===== config.mk =====
export PLATFORM = sky130hd
export DESIGN_NAME = wb_sram_bank_ctrl
export DESIGN_NICKNAME = d
export VERILOG_FILES = /design/src/rtl/wb_sram_pkg.sv /design/src/rtl/wb_sram_bank_ctrl.sv
export SDC_FILE = /design/constraint.sdc
export NUM_CORES = 1
export LEC_CHECK = 0
export ABC_AREA = 1
export BUFFER_PORTS_ARGS = -buffer_cell sky130_fd_sc_hd__buf_2
export CAP_MARGIN = 20
export CORE_MARGIN = 5
export CORE_UTILIZATION = 30
export DETAILED_ROUTE_END_ITERATION = 8
export GPL_TIMING_DRIVEN = 1
export HOLD_SLACK_MARGIN = 0.12
export PLACE_DENSITY = 0.6
export SLEW_MARGIN = 25
export SYNTH_ARGS = -nofsm -noshare
export SYNTH_HDL_FRONTEND = slang
export SYNTH_SLANG_ARGS = --single-unit

===== constraint.sdc =====
create_clock -name wb_clk_i -period 2.6 [get_ports wb_clk_i]
set_input_delay 0.52 -clock wb_clk_i [delete_from_list [all_inputs] [get_ports wb_clk_i]]
set_output_delay 0.52 -clock wb_clk_i [all_outputs]
set_load 0.02 [all_outputs]

===== src/rtl/wb_sram_pkg.sv =====
// -----------------------------------------------------------------------------
// wb_sram_pkg
// Shared types and constants for the Wishbone-to-SRAM bank controller.
//   state_e           : controller FSM states
//   WB_SRAM_BASE_ADDR : default byte base of the SRAM window
//   calc_bank_w()     : bank-index width, 0 for a single bank
// -----------------------------------------------------------------------------
package wb_sram_pkg;

    typedef enum logic [1:0] {
        ST_IDLE   = 2'd0,
        ST_STROBE = 2'd1,
        ST_WAIT   = 2'd2,
        ST_ACK    = 2'd3
    } state_e;

    localparam logic [31:0] WB_SRAM_BASE_ADDR = 32'h3000_0000;

    function automatic int calc_bank_w(input int num_banks);
        if (num_banks <= 1) begin
            return 0;
        end else begin
            return $clog2(num_banks);
        end
    endfunction

endpackage


===== src/rtl/wb_sram_bank_ctrl.sv =====
// -----------------------------------------------------------------------------
// wb_sram_bank_ctrl
// Wishbone classic slave in front of NUM_BANKS single-port SRAM macros.
// Decodes the byte address into bank/word, issues one registered strobe to
// the addressed macro, waits READ_LAT clocks for read data and returns a
// one-cycle acknowledge. Accesses outside the window ack immediately with
// zero data and raise a sticky error flag.
// Ports:
//   wb_clk_i / wb_rst_ni       : clock, asynchronous active-low reset
//   wbs_*                      : Wishbone slave (cyc, stb, we, sel, adr, dat, ack)
//   sram_csb_o                 : per-bank chip select, active low
//   sram_web_o / sram_wmask_o  : shared write enable (low) and byte mask
//   sram_addr_o / sram_din_o   : shared word address and write data
//   sram_dout_i                : concatenated read data, bank b at [b*DATA_W +: DATA_W]
//   err_clr_i / err_o          : sticky out-of-range flag and its clear
// -----------------------------------------------------------------------------
module wb_sram_bank_ctrl
    import wb_sram_pkg::*;
#(
    parameter int          DATA_W    = 32,
    parameter int          SEL_W     = DATA_W / 8,
    parameter int          ADDR_W    = 8,
    parameter int          NUM_BANKS = 2,
    parameter int          BANK_W    = calc_bank_w(NUM_BANKS),
    parameter int          READ_LAT  = 1,
    parameter logic [31:0] BASE_ADDR = WB_SRAM_BASE_ADDR
) (
    input  logic                        wb_clk_i,
    input  logic                        wb_rst_ni,
    input  logic                        wbs_cyc_i,
    input  logic                        wbs_stb_i,
    input  logic                        wbs_we_i,
    input  logic [SEL_W-1:0]            wbs_sel_i,
    input  logic [31:0]                 wbs_adr_i,
    input  logic [DATA_W-1:0]           wbs_dat_i,
    output logic                        wbs_ack_o,
    output logic [DATA_W-1:0]           wbs_dat_o,
    output logic [NUM_BANKS-1:0]        sram_csb_o,
    output logic                        sram_web_o,
    output logic [SEL_W-1:0]            sram_wmask_o,
    output logic [ADDR_W-1:0]           sram_addr_o,
    output logic [DATA_W-1:0]           sram_din_o,
    input  logic [NUM_BANKS*DATA_W-1:0] sram_dout_i,
    input  logic                        err_clr_i,
    output logic                        err_o
);

    // A single bank still needs a 1-bit index vector; it is simply tied to 0.
    localparam int BANK_IW = (BANK_W == 0) ? 1 : BANK_W;
    localparam int TAG_LSB = 2 + ADDR_W + BANK_W;
    localparam int CNT_W   = 2;

    state_e                r_state;
    logic                  r_we;
    logic [BANK_IW-1:0]    r_bank;
    logic [CNT_W-1:0]      r_cnt;
    logic                  r_ack;
    logic [DATA_W-1:0]     r_dat;
    logic [NUM_BANKS-1:0]  r_csb;
    logic                  r_web;
    logic [SEL_W-1:0]      r_wmask;
    logic [ADDR_W-1:0]     r_addr;
    logic [DATA_W-1:0]     r_din;
    logic                  r_err;

    logic                  w_req;
    logic                  w_in_range;
    logic                  w_err_set;
    logic [ADDR_W-1:0]     w_word;
    logic [BANK_IW-1:0]    w_bank;
    logic [NUM_BANKS-1:0]  w_csb_sel;
    logic [DATA_W-1:0]     w_dout_bank [NUM_BANKS];
    logic [DATA_W-1:0]     w_dout_sel;
    logic                  w_unused;

    assign w_req      = wbs_cyc_i & wbs_stb_i;
    assign w_in_range = (wbs_adr_i[31:TAG_LSB] == BASE_ADDR[31:TAG_LSB]);
    assign w_word     = wbs_adr_i[2 +: ADDR_W];
    assign w_err_set  = (r_state == ST_IDLE) & w_req & ~w_in_range;
    // Byte offset within a word is irrelevant for word-wide macros.
    assign w_unused   = ^{wbs_adr_i[1:0]};

    generate
        if (BANK_W == 0) begin : g_one_bank
            assign w_bank = {BANK_IW{1'b0}};
        end else begin : g_multi_bank
            assign w_bank = wbs_adr_i[2 + ADDR_W +: BANK_IW];
        end
    endgenerate

    for (genvar b = 0; b < NUM_BANKS; b++) begin : g_dout
        assign w_dout_bank[b] = sram_dout_i[b*DATA_W +: DATA_W];
    end
    assign w_dout_sel = w_dout_bank[r_bank];

    // One-hot-low chip select for the bank addressed by the incoming request
    always_comb begin
        w_csb_sel         = {NUM_BANKS{1'b1}};
        w_csb_sel[w_bank] = 1'b0;
    end

    // Transaction FSM together with the registered bus and macro-side outputs
    always_ff @(posedge wb_clk_i or negedge wb_rst_ni) begin
        if (!wb_rst_ni) begin
            r_state <= ST_IDLE;
            r_we    <= 1'b0;
            r_bank  <= {BANK_IW{1'b0}};
            r_cnt   <= {CNT_W{1'b0}};
            r_ack   <= 1'b0;
            r_dat   <= {DATA_W{1'b0}};
            r_csb   <= {NUM_BANKS{1'b1}};
            r_web   <= 1'b1;
            r_wmask <= {SEL_W{1'b0}};
            r_addr  <= {ADDR_W{1'b0}};
            r_din   <= {DATA_W{1'b0}};
        end else begin
            // Strobes and ack are single-cycle pulses unless re-armed below.
            r_ack   <= 1'b0;
            r_csb   <= {NUM_BANKS{1'b1}};
            r_web   <= 1'b1;
            r_wmask <= {SEL_W{1'b0}};
            case (r_state)
                ST_IDLE: begin
                    if (w_req && w_in_range) begin
                        r_we    <= wbs_we_i;
                        r_bank  <= w_bank;
                        r_addr  <= w_word;
                        r_din   <= wbs_dat_i;
                        r_csb   <= w_csb_sel;
                        r_web   <= ~wbs_we_i;
                        r_wmask <= wbs_we_i ? wbs_sel_i : {SEL_W{1'b0}};
                        r_state <= ST_STROBE;
                    end else if (w_req) begin
                        r_dat   <= {DATA_W{1'b0}};
                        r_ack   <= 1'b1;
                        r_state <= ST_ACK;
                    end else begin
                        r_state <= ST_IDLE;
                    end
                end
                ST_STROBE: begin
                    if (r_we) begin
                        r_ack   <= w_req;
                        r_state <= ST_ACK;
                    end else begin
                        r_cnt   <= CNT_W'(READ_LAT - 1);
                        r_state <= ST_WAIT;
                    end
                end
                ST_WAIT: begin
                    if (r_cnt != {CNT_W{1'b0}}) begin
                        r_cnt <= r_cnt - CNT_W'(1);
                    end else begin
                        // Data is captured even if the master has abandoned the cycle.
                        r_dat   <= w_dout_sel;
                        r_ack   <= w_req;
                        r_state <= ST_ACK;
                    end
                end
                ST_ACK: begin
                    r_state <= ST_IDLE;
                end
                default: begin
                    r_state <= ST_IDLE;
                end
            endcase
        end
    end

    // Sticky out-of-range flag; a new error outranks a simultaneous clear
    always_ff @(posedge wb_clk_i or negedge wb_rst_ni) begin
        if (!wb_rst_ni) begin
            r_err <= 1'b0;
        end else if (w_err_set) begin
            r_err <= 1'b1;
        end else if (err_clr_i) begin
            r_err <= 1'b0;
        end else begin
            r_err <= r_err;
        end
    end

    assign wbs_ack_o    = r_ack;
    assign wbs_dat_o    = r_dat;
    assign sram_csb_o   = r_csb;
    assign sram_web_o   = r_web;
    assign sram_wmask_o = r_wmask;
    assign sram_addr_o  = r_addr;
    assign sram_din_o   = r_din;
    assign err_o        = r_err;

endmodule


==> impl_results.md <==
* DP Worst Slack at 0.561 ns
* Delay-heaviest family, CP: simple AND/OR/NAND/NOR gates
* Root buffer cell: clkbuf_16
* Final hold vios at 0
* TritonCTS Buffers at 9
* Filler Cell Count at 1,444
* Fin area at 0.00555 mm^2
* # port buffers at 216
* Ys Warns at 0
* Syn_nets at 659
* Post-CTS Setup Repair Bufs at 0
* Area added between synthesis and finish at 37.7%
* RD Place Congestion at 0.778
* TNS Setup at 0 ns
* Synthesized flop and latch total at 87
* Leak pwr at 0.00333 uW
* Crit. Startpoint: r_state[0]
* Worst EP arrival at 2.08 ns
* Nets at 870
* Register area at 0.00218 mm^2
* Dpl cell area at 0.00527 mm^2
* DRC viols at 0
* Vias post-DR at 3,923
* DP Cell Count at 890
* Diodes inserted at 0
* Post-Layout Cell Count at 905
* Max stage delay cell, worst path: dfrtp_1
* Peak VDD IR at 335 uV
* Max-slew headroom at 69.8%
* Register-to-register setup slack at 0.78 ns
* Setup ws final at 0.778 ns
* Area of the multi-input gates at 0.00158 mm^2
* Sequential cell area fraction in the yosys report at 54.1%
* Netlist cell types at 21
* Min Tclk post-route at 1.82 ns
* Die outline width at 126 um
* Hold WC Path Type: input port to flip-flop
* Max Slew Vio Count at 0
* NetSw at 1500 uW
* WS Path Type: flip-flop to flip-flop
* Crit path capture type: flip-flop
* Core area at 0.0132 mm^2
* Post-Synthesis Cell Area at 0.00403 mm^2
* Total power divided by cell area at 749 mW/mm^2
* Skew-Pair Late Insertion Delay at 0.34 ns
* Synth top area share at 52.2%
* Worst slew pin tran at 0.454 ns
* Layout cells sized above 1 at 33.9%
* Total wire length at 11,800 um
* Resize count post-CTS at 0
* Row count at 42
* Via density at 4.33
* CP Max Fanout at 13
* Crit path largest cell delay at 0.40 ns
* CTS max path bufs at 2
* Synth Instances at 515
* H-Tree Depth at 3
* Antenna violations before repair at 0
* Detailed Place HPWL at 8640 um
* Seq pwr share at 38.5%
* First-pass GRT wire length at 18,900 um
* Reg2Reg Depth at 8
* Clock network power share at 28.1%
* Die ar. at 0.0158 mm^2
* FF-to-FF End: sram_wmask_o[2]
* Routed len/inst at 13.0 um
* Ports at 219
* Data required time at the worst endpoint at 2.86 ns
* DRT Pass-1 Iters at 4
* Fin crit share at 70.1%
* R2R Path Start: r_state[0]
* Max cap viols at 0
* Via count of the first global-routing pass at 3,803
* Crit path buf inv count at 3
* Most frequent cells in the layout: buf_2 (215), nand2_1 (206), nor2_1 (85)
* Status: complete, no violations
* Largest net degree at the start of global routing at 45
* RSZ-0062 raised after global routing: no
* Antenna-violating nets left at 0
* Syn_area_per_cell at 7.82 um^2
* Comb pwr share at 33.4%
* Setup crit end: sram_wmask_o[2]
* Sink Count at 87
* Die H at 126 um
* CTS tree: built
* Clock skew at 0.00649 ns
* F_max at 549 MHz
* Synth area leader: dfrtp_1
* Remaining global-route overflow at 0
* Initial Util at 30.5%
* GRT Overall Usage at 14.7%
* Most common cell after layout, fill and taps aside: buf_2
* Power Internal at 2650 uW
* Cell depth of the worst setup path at 8
* Worst-path clk slew at 0.06 ns
* Worst-path cell chain: inv_1 > ha_1 > inv_1 > nor2_2 > inv_2 > nor2_4 > nand2_1 > nor2_1
* Crit path launch type: flip-flop
* Initial DRC Count at 233
* Net switching fraction of the power at 36.2%
* Cell repeated most along the worst path: inv_1
* Top cells by area, synth: dfrtp_1 (52%), nand2_1 (19%), nor2_1 (7.9%)
* # setup viols final at 0
[metrics by stage]
| stage | hold WS [ns] | power, uW | utilization (%) |
|---|---|---|---|
| after floorplan | 0.224 | 2560 | - |
| final | 0.323 | 4160 | 42.1 |
| after CTS | 0.304 | 4220 | 42.1 |
| after global routing | 0.304 | 4470 | 42.1 |
| after detailed placement | 0.431 | 3030 | 40.0 |
| after global placement | 0.430 | 3010 | 40.0 |
[repair_timing]
item                                    in CTS  in global routing
endpoints found under the setup margin       0                  0
hold buffers                                 1                  0
hold endpoints to repair                    19                  0
[synthesized netlist by cell type]
library cell    n
a21oi_1         1
a21oi_2         1
buf_1           3
buf_2           7
buf_4           5
buf_6           6
clkbuf_1        7
dfrtp_1        84
dfstp_2         3
ha_1            6
inv_1          22
inv_2           1
nand2_1       206
nand3_1        35
nand4_1         1
nor2_1         85
nor2_2          1
nor2_4          1
o21ai_0        38
o22ai_1         1
or2_1           1
[worst min-delay path by stage]
stage,startpoint,endpoint,slack (ns),depth (start not counted)
2_1_floorplan,wb_rst_ni,err_o,0.22,0
3_3_place_gp,wb_rst_ni,wbs_dat_o[10],0.43,1
5_1_grt,wbs_adr_i[10],sram_csb_o[1],0.30,2
6_report,wbs_adr_i[10],sram_csb_o[1],0.32,2
4_1_cts,wbs_adr_i[10],sram_csb_o[1],0.30,2
3_5_place_dp,wb_rst_ni,wbs_dat_o[10],0.43,1
[flip-flops by register name, indices dropped and copies added, names as in the netlist]
register and flops:
r_cnt 2, r_state 2, sram_csb_o 2, sram_din_o 32, r_we 1, wbs_ack_o 1, err_o 1, sram_wmask_o 4
sram_addr_o 8, r_bank 1, sram_web_o 1, wbs_dat_o 32
[layer usage]
layer  vias to the layer above  routed length [um]  GRT usage [%]
met5                         -                   0              0
met3                        22                 729           3.90
met2                       129                5580           23.9
met1                      1760                5120           18.2
met4                         0                 354           7.19
li1                       2012                   -              -
[area by class of cell]
class / count / area share [%]
clock buffer: 11 / 4.38
clock inverter: 3 / 0.383
sequential: 87 / 39.3
inverter: 23 / 1.56
timing repair buffer: 228 / 21.9
multi-input combinational: 377 / 28.5
tap: 176 / 3.97
[logic make-up (layout without fill, tap and decap cells)]
| family | Yosys count | after routing | share of synthesized area [%] |
|---|---|---|---|
| adder cells (fa/ha/maj) | 6 | 6 | 1.86 |
| AND/OR/NAND/NOR | 330 | 330 | 32.2 |
| AO/OA/AOI/OAI | 41 | 41 | 5.22 |
| flip-flops | 87 | 87 | 54.1 |
| buffers and inverters | 51 | 265 | 6.55 |
[power groups by stage]
stage	Sequential, uW	Clock [uW]	Combinational, uW
2_1_floorplan	1780	0	775
3_3_place_gp	1620	0	1400
3_5_place_dp	1620	0	1400
4_1_cts	1600	1210	1410
5_1_grt	1620	1270	1580
6_report	1600	1170	1390
(Power assumes the default switching activity.)
